## src/rtl/control_decode_pipe.sv

```systemverilog
// Registered RV32I(+M) ID-stage control decoder with a valid/ready output register,
// flush, illegal detection and an optional multi-cycle issue hold for MUL/DIV ops.
module control_decode_pipe #(
  parameter int unsigned M_EXT         = 1,
  parameter int unsigned MULDIV_CYCLES = 8
) (
  input  logic        clk_i,
  input  logic        rst_ni,
  input  logic [31:0] instr_i,
  input  logic        valid_i,
  output logic        ready_o,
  input  logic        flush_i,
  output logic        valid_o,
  input  logic        ready_i,
  output logic        memw_o,
  output logic        branch_o,
  output logic        memrd_o,
  output logic        regwrite_o,
  output logic        memtoreg_o,
  output logic        opBsel_o,
  output logic [2:0]  aluop_o,
  output logic [1:0]  opAsel_o,
  output logic [1:0]  extendsel_o,
  output logic [1:0]  nextPCsel_o,
  output logic        muldiv_o,
  output logic        illegal_o,
  output logic [4:0]  rd_o,
  output logic [4:0]  rs1_o,
  output logic [4:0]  rs2_o,
  output logic [2:0]  funct3_o
);

  localparam int unsigned CW      = $clog2(MULDIV_CYCLES) + 1;
  localparam bit          MD_HOLD = (MULDIV_CYCLES > 32'd1);

  typedef enum logic [1:0] {
    ST_EMPTY  = 2'd0,
    ST_FULL   = 2'd1,
    ST_MDWAIT = 2'd2
  } state_e;

  typedef struct packed {
    logic       memw;
    logic       branch;
    logic       memrd;
    logic       regwrite;
    logic       memtoreg;
    logic       opbsel;
    logic [2:0] aluop;
    logic [1:0] opasel;
    logic [1:0] extendsel;
    logic [1:0] nextpcsel;
    logic       muldiv;
    logic       illegal;
  } ctrl_t;

  function automatic ctrl_t decode(input logic [31:0] instr);
    ctrl_t c;
    c = '0;
    if (instr[1:0] != 2'b11) begin
      c.illegal = 1'b1;
    end else begin
      case (instr[6:0])
        7'b0110011: begin
          if (instr[31:25] == 7'b0000001 && M_EXT == 32'd0) begin
            c.illegal = 1'b1;
          end else begin
            c.regwrite = 1'b1;
            c.aluop    = 3'b000;
            c.muldiv   = (instr[31:25] == 7'b0000001);
          end
        end
        7'b0000011: begin
          c.memrd    = 1'b1;
          c.regwrite = 1'b1;
          c.memtoreg = 1'b1;
          c.opbsel   = 1'b1;
          c.aluop    = 3'b100;
        end
        7'b0100011: begin
          c.memw      = 1'b1;
          c.opbsel    = 1'b1;
          c.aluop     = 3'b101;
          c.extendsel = 2'b10;
        end
        7'b1100011: begin
          c.branch    = 1'b1;
          c.aluop     = 3'b010;
          c.nextpcsel = 2'b01;
        end
        7'b0010011: begin
          c.regwrite = 1'b1;
          c.opbsel   = 1'b1;
          c.aluop    = 3'b001;
        end
        7'b1100111: begin
          c.regwrite  = 1'b1;
          c.aluop     = 3'b011;
          c.opasel    = 2'b10;
          c.nextpcsel = 2'b11;
        end
        7'b1101111: begin
          c.regwrite  = 1'b1;
          c.aluop     = 3'b011;
          c.opasel    = 2'b10;
          c.nextpcsel = 2'b10;
        end
        7'b0110111: begin
          c.regwrite  = 1'b1;
          c.opbsel    = 1'b1;
          c.aluop     = 3'b110;
          c.opasel    = 2'b11;
          c.extendsel = 2'b01;
        end
        7'b0010111: begin
          c.regwrite  = 1'b1;
          c.opbsel    = 1'b1;
          c.aluop     = 3'b110;
          c.opasel    = 2'b01;
          c.extendsel = 2'b01;
        end
        default: c.illegal = 1'b1;
      endcase
    end
    return c;
  endfunction

  state_e        state_q, state_d;
  logic [CW-1:0] cnt_q, cnt_d;
  logic          valid_q, valid_d;
  ctrl_t         ctrl_q, dec_s;
  logic [4:0]    rd_q, rs1_q, rs2_q;
  logic [2:0]    funct3_q;
  logic          accept_s, load_s;

  assign dec_s    = decode(instr_i);
  assign ready_o  = (state_q == ST_EMPTY) | ((state_q == ST_FULL) & ready_i);
  assign accept_s = valid_i & ready_o;

  // Next state: flush wins; a held MUL/DIV counts down before the word turns valid.
  always_comb begin
    state_d = state_q;
    cnt_d   = cnt_q;
    valid_d = valid_q;
    load_s  = 1'b0;
    if (flush_i) begin
      state_d = ST_EMPTY;
      valid_d = 1'b0;
      cnt_d   = '0;
    end else begin
      case (state_q)
        ST_EMPTY, ST_FULL: begin
          if (accept_s) begin
            load_s = 1'b1;
            if (dec_s.muldiv && MD_HOLD) begin
              state_d = ST_MDWAIT;
              valid_d = 1'b0;
              cnt_d   = CW'(MULDIV_CYCLES - 32'd1);
            end else begin
              state_d = ST_FULL;
              valid_d = 1'b1;
              cnt_d   = '0;
            end
          end else if (state_q == ST_EMPTY || ready_i) begin
            state_d = ST_EMPTY;
            valid_d = 1'b0;
            cnt_d   = '0;
          end else begin
            state_d = ST_FULL;
            valid_d = 1'b1;
          end
        end
        ST_MDWAIT: begin
          cnt_d = cnt_q - CW'(1);
          if (cnt_d == '0) begin
            state_d = ST_FULL;
            valid_d = 1'b1;
          end else begin
            state_d = ST_MDWAIT;
            valid_d = 1'b0;
          end
        end
        default: begin
          state_d = ST_EMPTY;
          valid_d = 1'b0;
          cnt_d   = '0;
        end
      endcase
    end
  end

  // State, counter and the ID/EX output register; fields move only on a load.
  always_ff @(posedge clk_i or negedge rst_ni) begin
    if (!rst_ni) begin
      state_q  <= ST_EMPTY;
      cnt_q    <= '0;
      valid_q  <= 1'b0;
      ctrl_q   <= '0;
      rd_q     <= 5'd0;
      rs1_q    <= 5'd0;
      rs2_q    <= 5'd0;
      funct3_q <= 3'd0;
    end else begin
      state_q <= state_d;
      cnt_q   <= cnt_d;
      valid_q <= valid_d;
      if (load_s) begin
        ctrl_q   <= dec_s;
        rd_q     <= instr_i[11:7];
        rs1_q    <= instr_i[19:15];
        rs2_q    <= instr_i[24:20];
        funct3_q <= instr_i[14:12];
      end
    end
  end

  assign valid_o     = valid_q;
  assign memw_o      = ctrl_q.memw;
  assign branch_o    = ctrl_q.branch;
  assign memrd_o     = ctrl_q.memrd;
  assign regwrite_o  = ctrl_q.regwrite;
  assign memtoreg_o  = ctrl_q.memtoreg;
  assign opBsel_o    = ctrl_q.opbsel;
  assign aluop_o     = ctrl_q.aluop;
  assign opAsel_o    = ctrl_q.opasel;
  assign extendsel_o = ctrl_q.extendsel;
  assign nextPCsel_o = ctrl_q.nextpcsel;
  assign muldiv_o    = ctrl_q.muldiv;
  assign illegal_o   = ctrl_q.illegal;
  assign rd_o        = rd_q;
  assign rs1_o       = rs1_q;
  assign rs2_o       = rs2_q;
  assign funct3_o    = funct3_q;

endmodule

```

## config.mk

```make
export PLATFORM = sky130hd
export DESIGN_NAME = control_decode_pipe
export DESIGN_NICKNAME = d
export VERILOG_FILES = /design/src/rtl/control_decode_pipe.sv
export SDC_FILE = /design/constraint.sdc
export NUM_CORES = 1
export LEC_CHECK = 0
export CORE_MARGIN = 4
export CORE_UTILIZATION = 46
export DETAILED_ROUTE_END_ITERATION = 7
export PLACE_DENSITY_LB_ADDON = 0.2
export SLEW_MARGIN = 10
export SYNTH_ARGS = -nofsm -noshare
export SYNTH_HDL_FRONTEND = slang
export SYNTH_SLANG_ARGS = --single-unit
```

## constraint.sdc

```tcl
create_clock -name clk_i -period 4.7 [get_ports clk_i]
set_input_delay 1.41 -clock clk_i [delete_from_list [all_inputs] [get_ports clk_i]]
set_output_delay 1.41 -clock clk_i [all_outputs]
set_load 0.01 [all_outputs]
```

== After elaboration in Yosys (flattened, before gate mapping) ==
Index checks and enable logic that the tools add are counted.

* Output and inout bits: 37
* Register bits: 42
* Memories kept: 0
* Latch bits: 0
* Input bits: 37
* Memory bits (read-only): 0
* Bits in writable memories: 0
* Word-level logic and storage cells: 79

* Add/subtract/negate cells: 1
* Shifts and indexed selects: 0
* Magnitude comparators: 0
* Multiplexer cells: 33
* Divide/modulo/power cells: 0
* Eq/ne operators: 14
* Reduce and logical (&&, ||, !) cells: 9
* Bitwise operators: 3
* Multiply operators: 0

{| class="wikitable"
|+ Operator list
! operator !! number
|-
| 7-bit by 6-bit == test with 1-bit output (second input constant) || 3
|-
| 7-bit == test (second input constant) || 3
|-
| 3-bit one-hot mux with 6 select lines || 1
|-
| 1-bit 2-to-1 mux || 17
|-
| 16-bit 2-to-1 mux || 1
|-
| 7-bit by 5-bit == test with 1-bit output (second input constant) || 2
|-
| 4-bit 2-to-1 mux || 3
|-
| 2-bit one-hot mux with 3 select lines || 2
|-
| 9-bit OR reduction || 1
|-
| 2-bit 2-to-1 mux || 4
|-
| 2-bit one-hot mux with 2 select lines || 2
|-
| 4-bit one-hot mux with 2 select lines || 1
|-
| 7-bit by 1-bit == test with 1-bit output (second input constant) || 1
|-
| 7-bit by 2-bit == test with 1-bit output (second input constant) || 1
|-
| 7-bit OR reduction || 1
|-
| 2-bit OR reduction || 3
|-
| 5-bit OR reduction || 1
|-
| 4-bit zero test || 1
|-
| 4-bit != test (second input constant) || 1
|-
| 4-bit by 1-bit subtractor with 4-bit output (second input constant) || 1
|-
| 3-bit 2-to-1 mux || 1
|-
| 1-bit AND || 2
|-
| 2-bit by 1-bit == test with 1-bit output (second input constant) || 1
|-
| 2-bit == test (second input constant) || 1
|-
| other kinds (5) || 5
|}

== Logic depth before layout (Yosys ltp) ==
* Word-level depth: 8
* Mapped depth: 6

== Worst setup path after synthesis ==
No wires, ideal clock.

* Path type: input to output
* Start: input port ready_i
* End: output port ready_o
* Data arrival time: 1.691 ns
* Cell stages on the path: 2
* Data required time: 3.290 ns
* Slack: 1.599 ns
* Cells stage by stage: nor2b_1 nor2_1

* Word-level cells in the longest chain between the ends: 2

{| class="wikitable"
|+ RTL lines
! element !! RTL line !! text
|-
| from (decl) || 14 || <nowiki>input logic ready_i,</nowiki>
|-
| 1-bit AND || 137 || <nowiki>assign ready_o = (state_q == ST_EMPTY) | ((state_q == ST_FULL) & ready_i);</nowiki>
|-
| 1-bit bitwise OR || 137 ||
|-
| to (decl) || 11 || <nowiki>output logic ready_o,</nowiki>
|}

No other way between the ends.

== Worst setup path after layout ==
Same ends and word-level chain as after synthesis.

==> out/results.md <==
• terminus of the critical flop-to-flop path: extendsel_o[1]
• crit path max fanout: 3
• area of the core: 3770 um^2
• setup repair after global routing missed its margin: false
• reg-to-reg critical path startpoint: state_q[0]
• Cells after Synth: 205
• crit path time final: 4.09 ns
• first-pass GRT wire length: 7540 um
• maximum number of pins on one net before global-route repair: 44
• synthesis-to-layout area growth: 44.2%
• Root Buffer Master: sky130_fd_sc_hd__clkbuf_8
• number of antenna cells inserted: 0
• startpoint type of the worst setup path: input pin
• tightest slew margin relative to the limit: 43.4%
• clock skew after layout: 0.00861 ns
• Post-CTS Resized: 0
• Largest delay share family, worst path: buffers and inverters
• power per unit of standard cell area: 295 nW/um^2
• remaining number of nets flagged by the antenna check after routing: 0
• Total Negative Setup Slacks: 0 ns
• critical path depth in cells: 4
• Num CTS Buffers: 5
• total global routing track utilization: 18.4%
• share of the clock period used by the worst path: 87.0%
• footprint of the flip-flops and latches: 976 um^2
• Max Buffers Root-to-Sink: 2
• number of standard cells in the final layout excluding fillers: 321
• number of global-route vias before repair: 1703
• sequential share of the synthesized area: 52.6%
• dpl ws: 0.622 ns
• leftover overflow at the end of global routing: 0
• Iteration-0 DRC Markers: 93
• number of H-tree levels: 2
• final weighted congestion in routability-driven placement: 0.820
• Async S/R FF share, synth: 100%
• Worst-Skew Late Latency: 0.29 ns
• Post-synth top flop: sky130_fd_sc_hd__dfrtp_1
• Hold Violations, Final: 0
• commonest non-fill, non-tap cells in the layout: sky130_fd_sc_hd__nand2_1 (75), sky130_fd_sc_hd__clkdlybuf4s50_1 (72), sky130_fd_sc_hd__dfrtp_1 (39)
• TritonCTS clock tree: yes
• post-route DRC violation count: 0
• most prevalent standard cell on the critical path: sky130_fd_sc_hd__clkdlybuf4s50_1
• Post-Synthesis Net Count: 244
• count of boundary I/O pins: 74
• leading cell type in the layout, fill and taps excluded: sky130_fd_sc_hd__nand2_1
• number of warnings issued by yosys: 0
• total iterations of the first detailed-routing run: 4
• per-instance average area after synthesis: 9.06 um^2
• Reg2Reg Depth: 5
• number of flops mapped to enable cells by yosys: 0
• startpoint-to-endpoint class of the critical path: in -> out
• static leakage power: 0.00121 uW
• initial standard-cell utilization of the core: 49.2%
• post-synth design cell area: 1860 um^2
• hold_buf cts: 0
• share of layout cells above drive strength 1: 5.86%
• drt wl/cell: 13.9 um
• post-CTS setup repair buffer count: 0
• area occupied by multi-input gates: 790 um^2
• count of buffering cells on the critical path with inverters included: 2
• slowest cell on the critical path: sky130_fd_sc_hd__clkdlybuf4s50_1
• capturing element type of the critical path: output port
• class of the most critical hold timing path: reg -> reg
• Filler Cell Count: 286
• highest cell delay on the worst timing path: 0.48 ns
• critical path data required time: 3.29 ns
• final setup violation count: 0
• initial antenna violation count: 0
• number of buffer cells added on primary ports: 73
• Least-Margin Pin Slew: 0.850 ns
• status: finished, final reports clean
• final critical-path setup slack: 0.613 ns
• timing-limited maximum frequency: 0.245 GHz
• setup slack of the most critical reg-to-reg path: 2.79 ns
• Max-cap violations: 0
• Die Area: 5120 um^2
• die width: 71.5 um
• max-slew violation count: 0
• Row Count: 22
• timing startpoint of the critical path: ready_i
• net total in the final layout: 311
• Worst Path Arrival: 2.68 ns
• clk sink count: 39
• routed vias: 1666
• routed wire length: 4460 um
• DR vias/cell: 5.19
• clock edge transition at the registers on the reported setup and hold paths: 0.08 ns
• post-synthesis register bit count: 39
• cell-by-cell listing of the critical path: clkdlybuf4s50_1 -> nor2b_1 -> nor2_1 -> clkdlybuf4s50_1
• placed instance count: 313
• floorplan die height: 71.5 um
• worst setup path endpoint: ready_o
• HPWL after detailed placement: 3270 um
• worst supply voltage drop on vdd: 0.220 mV
• distinct cell type count of the synthesized netlist: 40
state kept, by name, indices dropped and copies added (netlist names), 2 cells and up:
register / flops
state_q: 2
rs2_o: 5
rs1_o: 5
funct3_o: 3
nextPCsel_o: 2
cnt_q: 4
aluop_o: 3
opAsel_o: 2
rd_o: 5
worst min path at each step:
stage	from	endpoint	slack (ns)	depth (start not counted)
finish	rs1_o[0]	rs1_o[0]	0.48	2
detailed placement	rs2_o[2]	rs2_o[2]	0.46	2
CTS	opBsel_o	opBsel_o	0.48	2
global route	rs2_o[2]	rs2_o[2]	0.50	2
floorplan	nextPCsel_o[1]	nextPCsel_o[1]	0.51	2
global placement	nextPCsel_o[1]	nextPCsel_o[1]	0.45	2
cell usage after synthesis, drive strengths merged, types with 2 or more instances:
cell type | number | area [um^2]
nand2 | 75 | 282
dfrtp | 39 | 976
nor2 | 11 | 41.3
buf | 7 | 58.8
clkbuf | 7 | 26.3
o21ai | 7 | 35.0
a21oi | 6 | 30.0
inv | 4 | 15.0
nor3 | 4 | 20.0
a21o | 3 | 22.5
nor2b | 3 | 18.8
o22ai | 3 | 18.8
o31ai | 3 | 22.5
o41ai | 3 | 41.3
a31oi | 2 | 12.5
ha | 2 | 25.0
nand2b | 2 | 12.5
nand3 | 2 | 10.0
nand3b | 2 | 15.0
nor3b | 2 | 15.0
nor4b | 2 | 23.8
o32ai | 2 | 17.5
worst min-delay path, delay by kind of cell (launching register included):
family,cells,cell delay [ns]
flip-flops,1,0.35
AND/OR/NAND/NOR,2,0.10
layout make-up:
class | count | area share (%)
Clock buffer | 7 | 3.60
Clock inverter | 1 | 0.280
Inverter | 4 | 0.561
Multi-Input combinational cell | 148 | 29.5
Sequential cell | 39 | 36.4
Tap cell | 48 | 2.24
Timing Repair Buffer | 74 | 27.4
power by group:
group / switching, uW / leakage, uW / internal, uW / total, uW
clock: 116 / 0.0000505 / 133 / 249
combinational: 73.3 / 0.000653 / 91.8 / 165
sequential: 14.1 / 0.000510 / 362 / 376
logic make-up (layout without fill, tap and decap cells):
group	Yosys count	after routing	synth area share, %
flip-flops	39	39	52.6
AO/OA/AOI/OAI	34	34	13.0
adder cells (fa/ha/maj)	2	2	1.35
AND/OR/NAND/NOR	111	111	27.2
buffers and inverters	18	86	5.39
XOR/XNOR	1	1	0.472
routing by layer:
metal  up-vias  global-route usage, %  wire [um]
met5         -                      0          0
met3        12                   5.19        249
met4         0                   7.31        110
met1       785                   22.0       1820
li1        826                      -          -
met2        43                   31.2       2280
metrics by stage:
step | hold slack (ns) | util [%] | area (um^2) | total power, uW
after floorplan | 0.507 | - | 1860 | 446
after global placement | 0.454 | 68.2 | 2570 | 546
after detailed placement | 0.461 | 68.2 | 2570 | 550
after CTS | 0.479 | 71.0 | 2680 | 799
after global routing | 0.500 | 71.0 | 2680 | 830
final | 0.478 | 71.0 | 2680 | 791
No activity file was read; power rests on OpenSTA's default activity.
